===== config.mk =====
export PLATFORM = sky130hd
export DESIGN_NAME = board_editor_flat
export DESIGN_NICKNAME = d
export VERILOG_FILES = /design/src/rtl/board_editor_pkg.sv /design/src/rtl/board_editor_if.sv /design/src/rtl/board_editor_step_timer.sv /design/src/rtl/board_editor.sv /design/src/flat_wrapper.sv
export SDC_FILE = /design/constraint.sdc
export NUM_CORES = 1
export LEC_CHECK = 0
export BUFFER_PORTS_ARGS = -buffer_cell sky130_fd_sc_hd__clkbuf_2
export CORE_ASPECT_RATIO = 0.75
export CORE_MARGIN = 5
export CORE_UTILIZATION = 35
export CTS_CLUSTER_DIAMETER = 150
export CTS_CLUSTER_SIZE = 24
export DETAILED_ROUTE_END_ITERATION = 8
export PLACE_DENSITY_LB_ADDON = 0.2
export SLEW_MARGIN = 15
export SYNTH_ARGS = -nofsm -noshare
export SYNTH_HDL_FRONTEND = slang
export SYNTH_SLANG_ARGS = --single-unit

===== constraint.sdc =====
create_clock -name clk_in -period 2 [get_ports clk_in]
set_input_delay 0.2 -clock clk_in [delete_from_list [all_inputs] [get_ports clk_in]]
set_output_delay 0.2 -clock clk_in [all_outputs]
set_load 0.02 [all_outputs]

===== src/rtl/board_editor_pkg.sv =====
// Shared constants, FSM state encoding and cell-address helper for the board editor.
package board_editor_pkg;

  localparam int LOG_BOARD_SIZE = 4;
  localparam int BOARD_SIZE     = 1 << LOG_BOARD_SIZE;
  localparam int LOG_MAX_SPEED  = 3;
  localparam int MAX_SPEED      = 1 << LOG_MAX_SPEED;

  typedef enum logic [2:0] {
    IDLE = 3'd0,
    RD   = 3'd1,
    WAIT = 3'd2,
    WR   = 3'd3,
    STEP = 3'd4
  } state_e;

  // Row-major cell index: y*BOARD_SIZE + x.
  function automatic logic [2*LOG_BOARD_SIZE-1:0] cell_addr(
    input logic [LOG_BOARD_SIZE-1:0] x,
    input logic [LOG_BOARD_SIZE-1:0] y
  );
    return {y, x};
  endfunction

endpackage


===== src/rtl/board_editor_if.sv =====
// Board memory bus between the editor (master) and the cell store (slave).
interface board_editor_if;
  import board_editor_pkg::*;

  logic [2*LOG_BOARD_SIZE-1:0] mem_addr_out;
  logic                        mem_we_out;
  logic                        mem_data_out;
  logic                        mem_data_in;

  modport master (
    output mem_addr_out,
    output mem_we_out,
    output mem_data_out,
    input  mem_data_in
  );

  modport slave (
    input  mem_addr_out,
    input  mem_we_out,
    input  mem_data_out,
    output mem_data_in
  );

endinterface


===== src/rtl/board_editor_step_timer.sv =====
// Free-running prescaler plus speed-scaled tick counter; holds a single
// coalescing "step due" flag until the editor acknowledges it with clear_in.
module step_timer
  import board_editor_pkg::*;
#(
  parameter int LOG_TICK = 22
) (
  input  logic                     clk_in,
  input  logic                     rst_in,
  input  logic [LOG_MAX_SPEED-1:0] speed_in,
  input  logic                     clear_in,
  output logic                     due_out
);

  localparam logic [LOG_MAX_SPEED:0] MAX_SPEED_W = (LOG_MAX_SPEED+1)'(MAX_SPEED);

  logic [LOG_TICK-1:0]      r_presc;
  logic [LOG_MAX_SPEED-1:0] r_tick_cnt;
  logic                     r_due;
  logic                     w_tick;
  logic                     w_run;
  logic [LOG_MAX_SPEED:0]   w_cnt_inc;
  logic [LOG_MAX_SPEED:0]   w_limit;
  logic                     w_hit;

  // Tick qualification and threshold compare; speed is read live every tick.
  always_comb begin
    w_tick    = &r_presc;
    w_run     = (speed_in != {LOG_MAX_SPEED{1'b0}});
    w_cnt_inc = {1'b0, r_tick_cnt} + {{LOG_MAX_SPEED{1'b0}}, 1'b1};
    w_limit   = MAX_SPEED_W - {1'b0, speed_in};
    w_hit     = (w_cnt_inc >= w_limit);
  end

  // Prescaler: wraps every 2**LOG_TICK cycles, tick on all-ones.
  always_ff @(posedge clk_in) begin
    if (rst_in) r_presc <= {LOG_TICK{1'b0}};
    else        r_presc <= r_presc + {{(LOG_TICK-1){1'b0}}, 1'b1};
  end

  // Tick counter: held at zero while paused, restarts after each due step.
  always_ff @(posedge clk_in) begin
    if (rst_in)                r_tick_cnt <= {LOG_MAX_SPEED{1'b0}};
    else if (!w_run)           r_tick_cnt <= {LOG_MAX_SPEED{1'b0}};
    else if (w_tick && w_hit)  r_tick_cnt <= {LOG_MAX_SPEED{1'b0}};
    else if (w_tick)           r_tick_cnt <= w_cnt_inc[LOG_MAX_SPEED-1:0];
    else                       r_tick_cnt <= r_tick_cnt;
  end

  // Pending-step flag; a new due step wins over a same-cycle acknowledge.
  always_ff @(posedge clk_in) begin
    if (rst_in)                        r_due <= 1'b0;
    else if (w_tick && w_run && w_hit) r_due <= 1'b1;
    else if (clear_in)                 r_due <= 1'b0;
    else                               r_due <= r_due;
  end

  assign due_out = r_due;

endmodule


===== src/rtl/board_editor.sv =====
// Board editor: toggles the clicked cell by read-modify-write and issues
// generation steps at the selected speed, edits taking priority over steps.
module board_editor
  import board_editor_pkg::*;
#(
  parameter int LOG_TICK = 22
) (
  input  logic                      clk_in,
  input  logic                      rst_in,
  input  logic                      click_in,
  input  logic [LOG_MAX_SPEED-1:0]  speed_in,
  input  logic [LOG_BOARD_SIZE-1:0] cursor_x_in,
  input  logic [LOG_BOARD_SIZE-1:0] cursor_y_in,
  input  logic                      engine_done_in,
  output logic                      step_out,
  output logic                      busy_out,
  board_editor_if.master            mem
);

  localparam int AW = 2*LOG_BOARD_SIZE;

  state_e        r_state;
  state_e        w_next;
  logic          w_clear_step;
  logic          w_due;
  logic          w_edge;
  logic          r_click_prev;
  logic          r_edit_pend;
  logic [AW-1:0] r_addr_latch;
  logic [AW-1:0] r_addr;
  logic          r_we;
  logic          r_wdata;
  logic          r_step;
  logic          r_busy;

  step_timer #(.LOG_TICK(LOG_TICK)) u_step_timer (
    .clk_in   (clk_in),
    .rst_in   (rst_in),
    .speed_in (speed_in),
    .clear_in (w_clear_step),
    .due_out  (w_due)
  );

  assign w_edge = click_in & ~r_click_prev;

  // Click edge detect and edit request latch; extra edges while pending are dropped.
  always_ff @(posedge clk_in) begin
    r_click_prev <= click_in;
    if (rst_in) begin
      r_edit_pend  <= 1'b0;
      r_addr_latch <= {AW{1'b0}};
    end else if (w_edge && !r_edit_pend) begin
      r_edit_pend  <= 1'b1;
      r_addr_latch <= cell_addr(cursor_x_in, cursor_y_in);
    end else if (r_state == WR) begin
      r_edit_pend  <= 1'b0;
      r_addr_latch <= r_addr_latch;
    end else begin
      r_edit_pend  <= r_edit_pend;
      r_addr_latch <= r_addr_latch;
    end
  end

  // FSM state register.
  always_ff @(posedge clk_in) begin
    if (rst_in) r_state <= IDLE;
    else        r_state <= w_next;
  end

  // Next-state logic; the step acknowledge fires on the IDLE->STEP transition.
  always_comb begin
    w_next       = r_state;
    w_clear_step = 1'b0;
    case (r_state)
      IDLE: begin
        if (r_edit_pend) begin
          w_next = RD;
        end else if (w_due) begin
          w_next       = STEP;
          w_clear_step = 1'b1;
        end else begin
          w_next = IDLE;
        end
      end
      RD:   w_next = WAIT;
      WAIT: w_next = WR;
      WR:   w_next = IDLE;
      STEP: begin
        if (engine_done_in) w_next = IDLE;
        else                w_next = STEP;
      end
      default: w_next = IDLE;
    endcase
  end

  // Registered outputs, decoded from the next state so they line up with it.
  always_ff @(posedge clk_in) begin
    if (rst_in) begin
      r_step  <= 1'b0;
      r_we    <= 1'b0;
      r_busy  <= 1'b0;
      r_addr  <= {AW{1'b0}};
      r_wdata <= 1'b0;
    end else begin
      r_step  <= w_clear_step;
      r_we    <= (w_next == WR);
      r_busy  <= (w_next != IDLE);
      r_addr  <= (w_next == RD) ? r_addr_latch : r_addr;
      r_wdata <= (r_state == WAIT) ? ~mem.mem_data_in : r_wdata;
    end
  end

  assign step_out         = r_step;
  assign busy_out         = r_busy;
  assign mem.mem_addr_out = r_addr;
  assign mem.mem_we_out   = r_we;
  assign mem.mem_data_out = r_wdata;

endmodule


===== src/flat_wrapper.sv =====
// flat-port wrapper written by rule: the top's interface ports become plain ports
module board_editor_flat import board_editor_pkg::*;
#(
  parameter int LOG_TICK = 22
)
  (clk_in, rst_in, click_in, speed_in, cursor_x_in, cursor_y_in, engine_done_in, step_out, busy_out, mem_mem_addr_out, mem_mem_we_out, mem_mem_data_out, mem_mem_data_in);
  board_editor_if mem_i ();
  input  logic clk_in;
  input  logic rst_in;
  input  logic click_in;
  input  logic [LOG_MAX_SPEED-1:0] speed_in;
  input  logic [LOG_BOARD_SIZE-1:0] cursor_x_in;
  input  logic [LOG_BOARD_SIZE-1:0] cursor_y_in;
  input  logic engine_done_in;
  output logic step_out;
  output logic busy_out;
  output wire logic [$bits(mem_i.mem_addr_out)-1:0] mem_mem_addr_out;
  output wire logic [$bits(mem_i.mem_we_out)-1:0] mem_mem_we_out;
  output wire logic [$bits(mem_i.mem_data_out)-1:0] mem_mem_data_out;
  input wire logic [$bits(mem_i.mem_data_in)-1:0] mem_mem_data_in;
  assign mem_mem_addr_out = mem_i.mem_addr_out;
  assign mem_mem_we_out = mem_i.mem_we_out;
  assign mem_mem_data_out = mem_i.mem_data_out;
  assign mem_i.mem_data_in = mem_mem_data_in;
  board_editor #(.LOG_TICK(LOG_TICK)) u_core (.clk_in(clk_in), .rst_in(rst_in), .click_in(click_in), .speed_in(speed_in), .cursor_x_in(cursor_x_in), .cursor_y_in(cursor_y_in), .engine_done_in(engine_done_in), .step_out(step_out), .busy_out(busy_out), .mem(mem_i));
endmodule

==> run summary, run 1 <==
Starting density of the core - 0.366
WP data arrival - 2.25 ns
Clk_lat worst skew - 0.31 ns
Post-synthesis sequential area ratio - 0.474
Global-route wire length before repair - 7.00 mm
WP data required - 2.25 ns
Max stage delay on crit path - 0.36 ns
Hold Crit Start - mem_mem_data_in
PnR worst setup slack - -0.0000204 ns
Worst-path cell chain - ha_4, xor2_4, ha_4, nor3_1, or3_4, buf_6, or3_4, a21oi_2
Share of layout cells above drive strength 1 - 0.268
Nets - 295
I/O pin cnt - 28
Synth Register Bits - 51
Synth warn - 0
Initial DRC count - 69
Post-Synthesis Cell Area - 0.00216 mm^2
Unrepaired setup endpoints after global routing - yes
CTS Buffer Depth - 2
Leakage - 1.10 nW
Worst slew pin tran - 0.420 ns
Antenna-violating nets left - 0
Clock share of power - 0.405
P&R area growth vs syn - 26.9%
I/O Buffers - 27
Fin crit share - 1.00
Status - finished with violations
Max Cap Violations - 0
Antenna violations before repair - 0
Violated checks - negative setup slack
Syn Nets - 256
Synth area leaders - dfxtp_1 47%, nor2_1 6.3%, xor2_1 6.1%, nand2_1 4.9%, ha_1 4.6%
Crit-path max FO - 4
Total power - 2.06 mW
Total iterations of the first detailed-routing run - 4
DR DRC count - 0
TritonCTS buffer count - 5
Period minus WS final - 2.00 ns
Clock slew at reported path FFs - 0.09 ns
Critical path buffers and inverters - 1
Worst Setup End Kind - register
Pin count of the biggest net entering global routing - 26
Rel. slew slack - 0.720
HP Class - primary input to register
CP Launch Point - u_core.u_step_timer.r_tick_cnt[1]
Depth of the CTS H-tree - 2
Die Y - 78.0 um
Via density per instance - 4.72
CP top delay family - simple AND/OR/NAND/NOR gates
Std-Cell Rows - 24
Combinational Power Share - 0.078
Die Wd - 101 um
Number of global-route vias before repair - 1545
Syn Area/Cell - 9.29 um^2
Die area - 0.00785 mm^2
N_diodes - 0
CTS sink count - 51
Final setup violation count - 1
Reg-to-reg startpoint - u_core.u_step_timer.r_tick_cnt[1]
DR vias - 1653
HPWL Detailed - 2.85 mm
Core area - 0.00589 mm^2
Async set-reset flop share out of synthesis - 0
Mapped Cells - 232
Slowest-stage cell, CP - or3_4
Critical Setup Path Class - register to register
Max Clock Freq - 0.500 GHz
Grt ovf - 0
Global placer's final weighted congestion - 0.803
Most frequent cells after synthesis - 51 x dfxtp_1, 36 x nor2_1, 28 x nand2_1
WL/cell - 12.2 um
Post-synth top area share - 0.474
Post-synth EDFFs - 0
Largest area contributor in the netlist - dfxtp_1
Sequential share of power - 0.517
Sw frac - 0.214
Count leader, synth - dfxtp_1
P_sw - 440 uW
Clock skew - 0.00724 ns
CP startpoint kind - register
Cell Pwr Density - 751 mW/mm^2
Final WL - 4.27 mm
Peak VDD IR - 0.559 mV
Final hold slack - 0.0675 ns
Commonest register cell after synthesis - dfxtp_1
Fill cell count - 604
Overall Global Routing Usage - 0.111
Fin. Hold Viols - 0
TritonCTS clock tree - done
Final Max Slew Viols - 0
Internal Power - 1.62 mW
Post-synth cell types - 37
Root Driver - clkbuf_8
metrics by stage:
step	setup slack, ns	TNS (ns)	instance area (um^2)	std cells	util
final	-0.0000204	-0.0000204	2740	350	0.465
after global placement	-0.0314	-0.0764	2430	339	0.413
after global routing	-0.0382	-0.0415	2740	350	0.465
after CTS	0.00495	0	2600	348	0.441
after detailed placement	-0.0906	-0.241	2430	339	0.413
after floorplan	0.0485	0	2160	232	-
sequential cells by signal (all words and copies together), names as in the netlist, 3 cells and up:
| name | count |
|---|---|
| u_core.r_addr_latch | 8 |
| u_core.r_state | 3 |
| u_core.u_step_timer.r_tick_cnt | 3 |
| u_core.mem.mem_addr_out | 8 |
| u_core.u_step_timer.r_presc | 22 |
power groups by stage:
stage | clock, mW | combinational, mW | sequential (mW)
after detailed placement | 0 | 0.135 | 1.09
final | 0.833 | 0.160 | 1.06
after global routing | 0.908 | 0.178 | 1.07
after global placement | 0 | 0.132 | 1.09
after CTS | 0.858 | 0.141 | 1.06
after floorplan | 0 | 0.0795 | 1.09
layout by cell type, fill, tap and decap left out, types with 2 or more instances in the layout:
cell,count
dfxtp_1,46
nor2_1,36
nand2_1,28
clkbuf_2,27
xor2_1,14
a21oi_1,12
inv_1,8
mux2i_1,8
buf_4,8
nand3_1,7
xnor2_1,5
ha_4,5
clkbuf_8,5
dfxtp_2,5
nand4_1,4
nor3_1,3
and4_1,3
nor4_1,3
nand2b_1,3
buf_6,3
and2_1,2
nand4_4,2
or3_4,2
nand3b_1,2
o21ai_0,2
or3_1,2
ha_1,2
bufinv_16,2
final timing paths:
kind | end | cells past startpoint | slack, ns
max | u_core.u_step_timer.due_out | 8 | -0.00002
min | u_core.mem.mem_data_out | 2 | 0.07
max reg2reg | u_core.u_step_timer.due_out | 8 | -0.00002
min reg2reg | u_core.u_step_timer.r_presc[0] | 1 | 0.43
per-layer routing:
metal / wire (um) / share of wire / vias to the layer above / track usage
met3: 195 / 0.046 / 7 / 0.0349
met5: 0 / 0 / - / 0
li1: - / - / 863 / -
met4: 76 / 0.018 / 0 / 0.0485
met2: 1770 / 0.41 / 20 / 0.153
met1: 2230 / 0.52 / 763 / 0.156
layout make-up:
| cell class | instances | area [um^2] | share of cell area |
|---|---|---|---|
| Multi-Input combinational cell | 166 | 1210 | 0.442 |
| Timing Repair Buffer | 39 | 239 | 0.0873 |
| Clock buffer | 6 | 72.6 | 0.0265 |
| Tap cell | 78 | 97.6 | 0.0357 |
| Sequential cell | 51 | 1030 | 0.375 |
| Inverter | 8 | 30.0 | 0.0110 |
| Clock inverter | 2 | 60.1 | 0.0219 |
timing repair:
action | 4_1_cts | 5_1_grt
buffers inserted | 0 | 2
hold buffers | 1 | 0
pin swaps | 5 | 6
endpoints found under the hold margin | 1 | 0
gates resized for setup | 5 | 22
setup endpoints to repair | 2 | 3
cell families after synthesis:
logic type / share of synthesized area
DFF: 0.474
buffers and inverters: 0.0261
xor gates and xnor gates: 0.0813
AOI/OAI and AO/OA: 0.0551
muxes: 0.0424
and+or+nand+nor: 0.275
adders and majority gates: 0.0464
Note: power is estimated with default switching activity, not from simulation.
==> run 2: changes to the inputs <==
HOLD_SLACK_MARGIN = 0.06   (was default)
PLACE_DENSITY = 0.67   (was default)
PLACE_DENSITY_LB_ADDON = default   (was 0.2)
==> run 2 against run 1 <==
  * The flow now finishes without violations
  * Critical endpoint is now u_core.u_step_timer.r_tick_cnt[0]
  * Combinational power shrank 5%
  * Largest power group unchanged
  * Flip-flop and latch count unchanged
  * Critical path depth is 2 lower
  * Cell count is the same
  * Worst setup slack better by 0.085 ns
  * First-iteration DRC count shrank 46%
  * Fmax up 4.5%
  * Clock skew grew 0.0071 ns
==> run summary, run 2 (synthesis gave the netlist of run 1 again) <==
Initial DRC count - 37
Clock skew - 0.0144 ns
Antenna-violating nets left - 0
Die area - 0.00785 mm^2
Worst Setup End Kind - register
Fin. Hold Viols - 0
Grt ovf - 0
Grt met1 use - 0.147
I/O pin cnt - 28
Std-Cell Rows - 24
Peak VDD IR - 0.276 mV
Cell with the most instances on the worst path - ha_4
Die Wd - 101 um
Most frequent cells in the layout - 48 x dfxtp_1, 36 x nor2_1, 28 x nand2_1
Via density per instance - 4.70
TritonCTS clock tree - done
Core area - 0.00589 mm^2
DP Worst Slack - -0.0942 ns
Max reg flops - 22
Final hold slack - 0.125 ns
Total power - 1.83 mW
Worst-path cell chain - ha_4, ha_4, a2111oi_4, or3_4, or3b_1, a21boi_2
Max Cap Violations - 0
Root Driver - clkbuf_8
CP startpoint kind - register
Antenna violations before repair - 0
Fin area - 0.00264 mm^2
Leakage - 1.08 nW
N_diodes - 0
Total iterations of the first detailed-routing run - 4
Worst slew pin tran - 0.423 ns
Period minus WS final - 1.91 ns
CP top delay family - simple AND/OR/NAND/NOR gates
WP data required - 2.24 ns
R2r setup slk - 0.09 ns
Cell Pwr Density - 694 mW/mm^2
HPWL Detailed - 2.87 mm
Crit-path max FO - 4
Grt met2 use - 0.166
Pin count of the biggest net entering global routing - 44
Die Y - 78.0 um
GR peak layer - met2
Final setup violation count - 0
Unrepaired setup endpoints after global routing - no
Most common cell after layout, fill and taps aside - dfxtp_1
Final Max Slew Viols - 0
Largest Register - u_core.u_step_timer.r_presc
Fin crit share - 0.957
WL/cell - 11.5 um
DR DRC count - 0
WP data arrival - 2.15 ns
Number of global-route vias before repair - 1582
Overall Global Routing Usage - 0.109
Fill cell count - 586
Clk_lat worst skew - 0.31 ns
I/O Buffers - 27
Placed cell area - 0.00243 mm^2
Starting density of the core - 0.366
Global placer's final weighted congestion - 0.741
PnR worst setup slack - 0.0853 ns
Share of layout cells above drive strength 1 - 0.246
Max stage delay on crit path - 0.36 ns
Critical path buffers and inverters - 0
Max Clock Freq - 0.522 GHz
P&R area growth vs syn - 22.3%
CTS Buffer Depth - 2
Critical Setup Path Class - register to register
Depth of the CTS H-tree - 2
Slowest-stage cell, CP - or3b_1
DR vias - 1644
Clock slew at reported path FFs - 0.10 ns
Status - finished, final reports clean
Rel. slew slack - 0.718
HP Class - primary input to register
TritonCTS buffer count - 5
Global-route wire length before repair - 7.03 mm
Final WL - 4.04 mm
Nets - 295
Met3 usage - 0.0314
CTS sink count - 51
-- run 2: cell count changes in the layout (fill, tap and decap cells not counted), sizes merged --
cell	delta
bufinv	-2
inv	+2
buf	-1
clkbuf	-1
clkinv	+1
dlygate4sd3	+1
-- run 2: final timing paths --
kind / end / cells past startpoint / start
worst min-delay path: u_core.r_addr_latch[6] / 3 / cursor_y_in[2]
worst max-delay path: u_core.u_step_timer.r_tick_cnt[0] / 6 / u_core.u_step_timer.r_tick_cnt[1]
worst min register to register: u_core.u_step_timer.r_presc[0] / 1 / u_core.u_step_timer.r_presc[0]
worst max register to register: u_core.u_step_timer.r_tick_cnt[0] / 6 / u_core.u_step_timer.r_tick_cnt[1]
-- run 2: layout make-up --
class,instances,area (um^2),area share
sequential,51,1020,0.389
clock buffer,5,68.8,0.0261
tap,78,97.6,0.0370
timing repair buffer,39,230,0.0873
inverter,8,30.0,0.0114
multi-input combinational,166,1160,0.440
clock inverter,3,26.3,0.00996
-- run 2: repair_timing --
action | in CTS | in global routing
pin swaps | 1 | 4
endpoints found under the setup margin | 2 | 4
hold buffers | 2 | 0
hold endpoints to repair | 2 | 0
setup buffers | 1 | 0
gates resized for setup | 2 | 13
-- run 2: power breakdown --
group          internal [mW]  leakage (nW)  total (mW)  switching, mW
Combinational         0.0708         0.613       0.152         0.0812
Sequential              1.04         0.415        1.06         0.0211
Clock                  0.258        0.0491       0.614          0.356
-- run 2: through the flow --
| step | setup TNS [ns] | util | instances |
|---|---|---|---|
| 2_1_floorplan | 0 | - | 232 |
| 3_3_place_gp | -0.0623 | 0.413 | 339 |
| 3_5_place_dp | -0.209 | 0.413 | 339 |
| 4_1_cts | 0 | 0.435 | 350 |
| 5_1_grt | 0 | 0.448 | 350 |
| 6_report | 0 | 0.448 | 350 |
-- run 2: routing by layer --
metal  up-vias  wire, um
met4         0        56
met3         7       235
met5         -         0
met1       743      2060
li1        862         -
met2        32      1690
-- run 2: worst reg2reg max path: cells and delay by family, from the launching register on --
kind | cells | cell delay, ns
AND/OR/NAND/NOR | 2 | 0.55
adder cells (fa/ha/maj) | 2 | 0.48
flip-flops | 1 | 0.35
AO/OA/AOI/OAI | 2 | 0.46
